**src/rtl/fft_dit_ctrl.sv**
```systemverilog
// Sequencer for one in-place radix-2 DIT FFT frame: bit-reversed load, LOG2N butterfly
// stages on a shared external butterfly, then natural-order unload.
module fft_dit_ctrl #(
   parameter int LOG2N = 3,
   parameter int W     = 16
) (
   input  logic             clk,
   input  logic             rst,
   input  logic             in_valid,
   output logic             in_ready,
   input  logic [W-1:0]     in_re,
   input  logic [W-1:0]     in_im,
   output logic             out_valid,
   input  logic             out_ready,
   output logic [W-1:0]     out_re,
   output logic [W-1:0]     out_im,
   output logic             out_last,
   output logic             busy,
   output logic [W-1:0]     bf_a_re,
   output logic [W-1:0]     bf_a_im,
   output logic [W-1:0]     bf_b_re,
   output logic [W-1:0]     bf_b_im,
   output logic [LOG2N-2:0] bf_tw_idx,
   input  logic [W-1:0]     bf_y0_re,
   input  logic [W-1:0]     bf_y0_im,
   input  logic [W-1:0]     bf_y1_re,
   input  logic [W-1:0]     bf_y1_im
);

   localparam int N  = 1 << LOG2N;
   localparam int SW = $clog2(LOG2N);
   localparam int TW = LOG2N - 1;
   localparam logic [LOG2N-1:0] ONE_IDX    = LOG2N'(1);
   localparam logic [LOG2N-1:0] LAST_IDX   = LOG2N'(N - 1);
   localparam logic [TW-1:0]    LAST_BF    = {TW{1'b1}};
   localparam logic [SW-1:0]    LAST_STAGE = SW'(LOG2N - 1);

   typedef enum logic [1:0] {LOAD, COMPUTE, UNLOAD} state_e;

   state_e           state_q, state_d;
   logic [LOG2N-1:0] inCnt_q, inCnt_d;
   logic [LOG2N-1:0] outCnt_q, outCnt_d;
   logic [SW-1:0]    stage_q, stage_d;
   logic [TW-1:0]    bfly_q, bfly_d;
   logic [W-1:0]     bankRe_q [N];
   logic [W-1:0]     bankIm_q [N];

   logic [LOG2N-1:0] loadIdx, topIdx, botIdx, kExt, hMask;
   logic [SW-1:0]    twShift;
   logic [TW-1:0]    twIdx;
   logic             inFire, outFire;

   // Butterfly addressing: top keeps the low s bits of k and opens a zero at bit s.
   always_comb begin
      loadIdx = '0;
      for (int i = 0; i < LOG2N; i++) loadIdx[i] = inCnt_q[LOG2N-1-i];
      kExt    = {1'b0, bfly_q};
      hMask   = (ONE_IDX << stage_q) - ONE_IDX;
      topIdx  = ((kExt & ~hMask) << 1) | (kExt & hMask);
      botIdx  = topIdx | (ONE_IDX << stage_q);
      twShift = LAST_STAGE - stage_q;
      twIdx   = TW'(kExt & hMask) << twShift;
   end

   assign inFire  = (state_q == LOAD) && in_valid;
   assign outFire = (state_q == UNLOAD) && out_ready;

   always_comb begin
      state_d  = state_q;
      inCnt_d  = inCnt_q;
      outCnt_d = outCnt_q;
      stage_d  = stage_q;
      bfly_d   = bfly_q;
      case (state_q)
         LOAD: begin
            if (inFire) begin
               inCnt_d = inCnt_q + ONE_IDX;
               if (inCnt_q == LAST_IDX) begin
                  state_d = COMPUTE;
                  stage_d = '0;
                  bfly_d  = '0;
               end
            end
         end
         COMPUTE: begin
            bfly_d = bfly_q + TW'(1);
            if (bfly_q == LAST_BF) begin
               stage_d = stage_q + SW'(1);
               if (stage_q == LAST_STAGE) begin
                  state_d = UNLOAD;
                  stage_d = '0;
               end
            end
         end
         UNLOAD: begin
            if (outFire) begin
               outCnt_d = outCnt_q + ONE_IDX;
               if (outCnt_q == LAST_IDX) state_d = LOAD;
            end
         end
         default: state_d = LOAD;
      endcase
   end

   // Outputs are forced quiet while reset is held, regardless of the registered state.
   always_comb begin
      in_ready  = !rst && (state_q == LOAD);
      out_valid = !rst && (state_q == UNLOAD);
      busy      = !rst && (state_q != LOAD);
      out_last  = out_valid && (outCnt_q == LAST_IDX);
      out_re    = bankRe_q[outCnt_q];
      out_im    = bankIm_q[outCnt_q];
      bf_a_re   = '0;
      bf_a_im   = '0;
      bf_b_re   = '0;
      bf_b_im   = '0;
      bf_tw_idx = '0;
      if (!rst && (state_q == COMPUTE)) begin
         bf_a_re   = bankRe_q[topIdx];
         bf_a_im   = bankIm_q[topIdx];
         bf_b_re   = bankRe_q[botIdx];
         bf_b_im   = bankIm_q[botIdx];
         bf_tw_idx = twIdx;
      end
   end

   always_ff @(posedge clk) begin
      if (rst) begin
         state_q  <= LOAD;
         inCnt_q  <= '0;
         outCnt_q <= '0;
         stage_q  <= '0;
         bfly_q   <= '0;
      end else begin
         state_q  <= state_d;
         inCnt_q  <= inCnt_d;
         outCnt_q <= outCnt_d;
         stage_q  <= stage_d;
         bfly_q   <= bfly_d;
      end
   end

   // In-place bank: top and bottom indices never collide within a stage.
   always_ff @(posedge clk) begin
      if (rst) begin
         for (int i = 0; i < N; i++) begin
            bankRe_q[i] <= '0;
            bankIm_q[i] <= '0;
         end
      end else if (inFire) begin
         bankRe_q[loadIdx] <= in_re;
         bankIm_q[loadIdx] <= in_im;
      end else if (state_q == COMPUTE) begin
         bankRe_q[topIdx] <= bf_y0_re;
         bankIm_q[topIdx] <= bf_y0_im;
         bankRe_q[botIdx] <= bf_y1_re;
         bankIm_q[botIdx] <= bf_y1_im;
      end
   end

endmodule
```
**config.mk**
```make
export PLATFORM = sky130hd
export DESIGN_NAME = fft_dit_ctrl
export DESIGN_NICKNAME = d
export VERILOG_FILES = /design/src/rtl/fft_dit_ctrl.sv
export SDC_FILE = /design/constraint.sdc
export NUM_CORES = 1
export LEC_CHECK = 0
export CORE_ASPECT_RATIO = 0.9
export CORE_MARGIN = 1
export CORE_UTILIZATION = 40
export DETAILED_ROUTE_END_ITERATION = 12
export DONT_BUFFER_PORTS = 1
export GPL_ROUTABILITY_DRIVEN = 0
export MAX_ROUTING_LAYER = met4
export PLACE_DENSITY = 0.66
export SLEW_MARGIN = 20
export SYNTH_ARGS = -nofsm -noshare
export SYNTH_HDL_FRONTEND = slang
export SYNTH_SLANG_ARGS = --single-unit
```
**constraint.sdc**
```tcl
create_clock -name clk -period 13.2 [get_ports clk]
set_input_delay 1.98 -clock clk [delete_from_list [all_inputs] [get_ports clk]]
set_output_delay 1.98 -clock clk [all_outputs]
set_load 0.02 [all_outputs]
```
* Word-level counts from Yosys, hierarchy flattened
Memories as Yosys holds them, arrays and structs flattened. A register that Yosys moved wholly into a read port is not among the register bits.
Cells that the tools add are included.
** Cells by class
- Add/sub/neg operators :: 6
- Equality and inequality tests :: 12
- Shifts and indexed selects :: 2
- Multiplexer cells :: 49
- Bitwise gates (word level) :: 5
- Reduce and logical (&&, ||, !) cells :: 22
** Operators by type and width (count)
- $mux 16 :: 10
- $reduce_or 16->1 :: 6
- $mux 3 :: 10
- $mux 2 :: 11
- $mux 1 :: 15
- $ne 2x2->1 const B :: 4
- $pmux 2 s2 :: 2
- $logic_and 1x1->1 :: 7
- $add 3x1->3 const B :: 2
- $eq 2x2->1 const B :: 3
- $eq 3x3->1 const B :: 2
- $or 3x3->3 :: 2
- $pmux 2 s3 :: 1
- $reduce_and 6->1 :: 1
- $add 2x1->2 const B :: 2
- $ne 2x1->1 const B :: 2
- $reduce_and 2->1 :: 2
- $reduce_and 4->1 :: 1
- $reduce_bool 2->1 :: 2
- $and 2x3->3 :: 1
- $reduce_and 3->1 :: 1
- $shl 1x2->3 const A :: 1
- $sub 3x1->3 const B :: 1
- $and 2x2->2 :: 1
- 6 further kinds :: 6
** Storage, ports and cells
- Register bits :: 12
- Bits in writable memories :: 256
- Output and inout port bits :: 102
- Word-level logic and storage cells :: 103
- Memories kept :: 2
** Memory list
- bankIm_q :: words 8, width 16, rd ports 3, clocked after Yosys merged registers in 1, wr ports 8, RTL line 46 : logic [W-1:0] bankIm_q [N];
- bankRe_q :: words 8, width 16, rd ports 3, clocked after Yosys merged registers in 1, wr ports 8, RTL line 45 : logic [W-1:0] bankRe_q [N];

* Longest topological paths before layout
- Word-level depth :: 8
- Mapped depth :: 10
- Depth with buffers taken out :: 6

* Worst setup path after synthesis
OpenSTA, ideal clock, no wires.
- Path type :: input -> register
- Start point :: input port rst
- End point :: memory bankIm_q[3][0], enable pin
- Setup time :: 466 ps
- Arrival time :: 5598 ps
- Setup slack :: 7136 ps
- Stages :: 7
- Cell sequence :: buf_2 or4b_4 a211oi_2 o21ai_2 buf_6 buf_6 o21ai_0
** RTL lines
- from (decl) :: RTL line 8 : input logic rst,
- to (decl) :: RTL line 46

* Worst setup path in the final report
- Start point :: register stage_q[1]
- End point :: output port bf_a_re[0]
** On the way
- Word-level cells in the longest chain between the ends :: 7
- Elaborated cells between the ends (all ways) :: 8
- Those cells by class :: add/sub: 1; shift: 1; mux: 1; bitwise: 4; memory: 1
** Ends and longest elaborated chain
- from (decl) :: RTL line 43 : logic [SW-1:0] stage_q, stage_d;
- from (signal assigned) :: RTL line 138 : stage_q <= stage_d;
- $shl 1x2->3 (*) :: RTL line 58 : hMask = (ONE_IDX << stage_q) - ONE_IDX;
- $sub 3x1->3 (*) :: RTL line 58
- $not 2->2 :: RTL line 59 : topIdx = ((kExt & ~hMask) << 1) | (kExt & hMask);
- $and 2x2->2 :: RTL line 59
- $or 3x3->3 (*) :: RTL line 59
- $mem_v2 8x16 (*)
- $mux 16 (*) :: RTL line 118 : if (!rst && (state_q == COMPUTE)) begin
- to (decl) :: RTL line 19 : output logic [W-1:0] bf_a_re,
Every way passes the cells marked *; elsewhere a longest branch is shown, timed or not.

==> results.sh <==
export IMPL_cts_hold_buf=0
export IMPL_vias=18600
export IMPL_yosys_warnings=0
export IMPL_switching_power_mw=0.501
export IMPL_finalMaxSlewViolations=0
export IMPL_die_y_microns=215
export IMPL_wl_mm=81.6
export IMPL_synth_main_ff_cell="edfxtp_1"
export IMPL_syn_inst=2006
export IMPL_p_clk_share_pct=40.4
export IMPL_cp_start_kind="flip-flop"
export IMPL_fmax_ghz=0.152
export IMPL_rows=77
export IMPL_rrSetupSlack_ps=8580
export IMPL_required_ps=11220
export IMPL_yosysSeqAreaShare_pct=39.7
export IMPL_status="complete, no violations"
export IMPL_final_setup_skew_ps=31.0
export IMPL_syn_cell_area_sq_mm=0.0201
export IMPL_wl_per_cell_microns=32.5
export IMPL_grt_pass1_wl_mm=119
export IMPL_syn_nets=2116
export IMPL_rsz0062_at_grt="no"
export IMPL_route_detailed_drc=0
export IMPL_dr_pass1_iters=6
export IMPL_swShare_pct=25.4
export IMPL_total_power_mw=1.98
export IMPL_cts_clk_slew_worst_paths_ps=60
export IMPL_antenna_left=0
export IMPL_fin_setup_tns_ps=0
export IMPL_arrival_ps=4600
export IMPL_power_share_sequential_pct=51.4
export IMPL_cts_sinks=271
export IMPL_initial_core_util_pct=40.7
export IMPL_postSynthAreaPerCell_sq_um=10.0
export IMPL_synth_cell_types=65
export IMPL_critPathSlowestCell="a311oi_1"
export IMPL_clockBufferDepth=3
export IMPL_hp_start="outCnt_q[2]$_SDFFE_PP0P_"
export IMPL_cts_root_buf="clkbuf_16"
export IMPL_cellPowerDensity_mw_per_mm2=92.5
export IMPL_num_io_pins=202
export IMPL_track_usage_pct=31.9
export IMPL_clock_latency_ps=590
export IMPL_area_growth_pct=6.30
export IMPL_die_width_microns=238
export IMPL_grt_pass1_vias=18000
export IMPL_synth_most_common_cell="edfxtp_1"
export IMPL_grt_overflow_total=0
export IMPL_core_area_sq_mm=0.0493
export IMPL_cp_end_kind="output port"
export IMPL_ir_drop_mv=0.0852
export IMPL_io_buffers=0
export IMPL_ys_ff_latch=271
export IMPL_antenna_found_initial=2
export IMPL_drt_initial_drc_count=2715
export IMPL_final_core_util_pct=43.3
export IMPL_cts_resized=0
export IMPL_synth_top_area_share_pct=38.2
export IMPL_fin_nets=1925
export IMPL_max_slew_margin_rel_pct=18.7
export IMPL_yosysTopAreaCell="edfxtp_1"
export IMPL_grt_max_degree=100
export IMPL_synth_edf_count=256
export IMPL_p_int_mw=1.48
export IMPL_comb_power_share_pct=8.3
export IMPL_die_area_sq_mm=0.0511
export IMPL_critPathMaxStageDelay_ps=960
export IMPL_cellLeakagePower_nw=6.69
export IMPL_timing_final_ws_setup_ps=6620
export IMPL_path_class="flip-flop to output port"
export IMPL_netlist_top_cells_area="edfxtp_1 (38%), mux4_2 (7.2%), o31ai_1 (5.6%), mux2i_1 (5.0%), nand2_1 (3.8%)"
export IMPL_hold_slack_ps=532
export IMPL_viasPerCell=7.39
export IMPL_finalCritPeriodShare_pct=49.8
export IMPL_rr_startpoint="stage_q[1]$_SDFFE_PP0P_"
export IMPL_htreeDepth=1
export IMPL_path_max_fanout=50
export IMPL_cts_buffers=29
export IMPL_min_path_cells=2
export IMPL_hp_class="flip-flop to flip-flop"
export IMPL_drive_gt1_share_pct=17.0
export IMPL_synth_commonest_cells="edfxtp_1 (256), nand2_1 (203), clkbuf_1 (152), o31ai_1 (150), nand3_1 (130)"
export IMPL_finalSetupViolCount=0
export IMPL_path_cells="inv_1 > ha_1 > xnor2_1 > nor2_4 > buf_4 > a21oi_1 > a311oi_1"
export IMPL_hold_viol=0
export IMPL_timing_rr_end="bankRe_q[4][15]$_DFFE_PP_"
export IMPL_pre_cts_ws_ps=7130
export IMPL_synth_async_reset_ratio_pct=0
export IMPL_tightest_slew_ps=1220
export IMPL_min_period_ps=6580
export IMPL_cts_tree="yes"
export IMPL_cts_setup_buffers=0
export IMPL_rr_worst_depth=7
export IMPL_dp_hpwl_mm=47.6
export IMPL_cap_violations=0
==> flip-flops by register name, indices dropped and copies added, names as in the netlist, named ones only <==
register and flops:
bankIm_q 128, stage_q 2, bankRe_q 128, bfly_q 2, state_q 2, inCnt_q 3
outCnt_q 3
==> metrics by stage <==
step / cells / cell area (sq um)
6_report: 2512 / 21400
3_3_place_gp: 2453 / 20400
3_5_place_dp: 2453 / 20400
5_1_grt: 2512 / 21400
4_1_cts: 2506 / 21300
2_1_floorplan: 2006 / 20100
==> worst max path at each step <==
| stage | startpoint | to | slack (ps) | cells past startpoint |
|---|---|---|---|---|
| 2_1_floorplan | rst | bankIm_q[3][0]$_DFFE_PP_ | 7140 | 7 |
| 3_3_place_gp | rst | bf_a_re[15] | 7100 | 3 |
| 3_5_place_dp | rst | bf_a_re[15] | 7130 | 3 |
| 4_1_cts | stage_q[1]$_SDFFE_PP0P_ | bf_a_re[15] | 6690 | 7 |
| 5_1_grt | stage_q[1]$_SDFFE_PP0P_ | bf_a_re[0] | 6460 | 7 |
| 6_report | stage_q[1]$_SDFFE_PP0P_ | bf_a_re[0] | 6620 | 7 |
==> critical path: cells and delay by family (launching register included) <==
family | cells | cell delay [ps]
AOI/OAI and AO/OA | 2 | 1080
xor gates and xnor gates | 1 | 470
adders and majority gates | 1 | 710
buffers and inverters | 2 | 840
DFF | 1 | 370
and+or+nand+nor | 1 | 520
==> per-layer routing <==
layer | global-route usage, % | share of wire, % | vias to the layer above
li1 | - | - | 7576
met1 | 39.9 | 36 | 9011
met2 | 47.5 | 44 | 1661
met3 | 9.58 | 15 | 328
met4 | 14.0 | 4.8 | 0
met5 | - | 0 | -
==> logic make-up after synthesis <==
logic type / count (synthesis) / synth area share (%)
muxes: 229 / 15.8
and+or+nand+nor: 587 / 13.9
AOI/OAI and AO/OA: 624 / 23.7
xor gates and xnor gates: 4 / 0.212
DFF: 271 / 39.7
adders and majority gates: 10 / 0.623
buffers and inverters: 281 / 6.08
==> placed cells by master, fill, tap and decap left out, drive strengths merged, types with 4 or more instances in the layout <==
cell,Yosys,layout
edfxtp,256,256
nand2,203,203
o31ai,158,158
nand3,130,130
nor2,103,103
mux2i,100,100
a31oi,81,81
mux2,65,65
mux4,64,64
a21oi,59,59
buf,123,54
a22o,51,51
o2bb2ai,47,47
and3,47,47
o21ai,37,37
nor3b,36,36
clkbuf,153,35
o22ai,34,34
o211ai,33,33
o221a,32,32
a32oi,32,32
a311oi,32,32
nor3,22,22
clkinv,0,16
dfxtp,15,15
or3,13,13
ha,10,10
a211oi,10,10
nand2b,8,8
a211o,8,8
and2,8,8
inv,5,6
diode,0,4
==> power by group through the flow <==
stage	Sequential, mW	Combinational, mW	Clock [mW]
2_1_floorplan	1.02	0.124	0
3_3_place_gp	1.03	0.156	0
3_5_place_dp	1.03	0.159	0
4_1_cts	1.01	0.160	0.793
5_1_grt	1.02	0.172	0.825
6_report	1.02	0.163	0.798
==> final cells by class <==
cell class                      instances  area (sq um)
Fill cell                            4624         28000
Multi-Input combinational cell       1454         11200
Sequential cell                       271          8000
Tap cell                              671           840
Clock buffer                           35           779
Timing Repair Buffer                   54           449
Clock inverter                         18           118
Inverter                                5          18.8
Antenna cell                            4          10.0
Power figures use the tool's default switching activity.
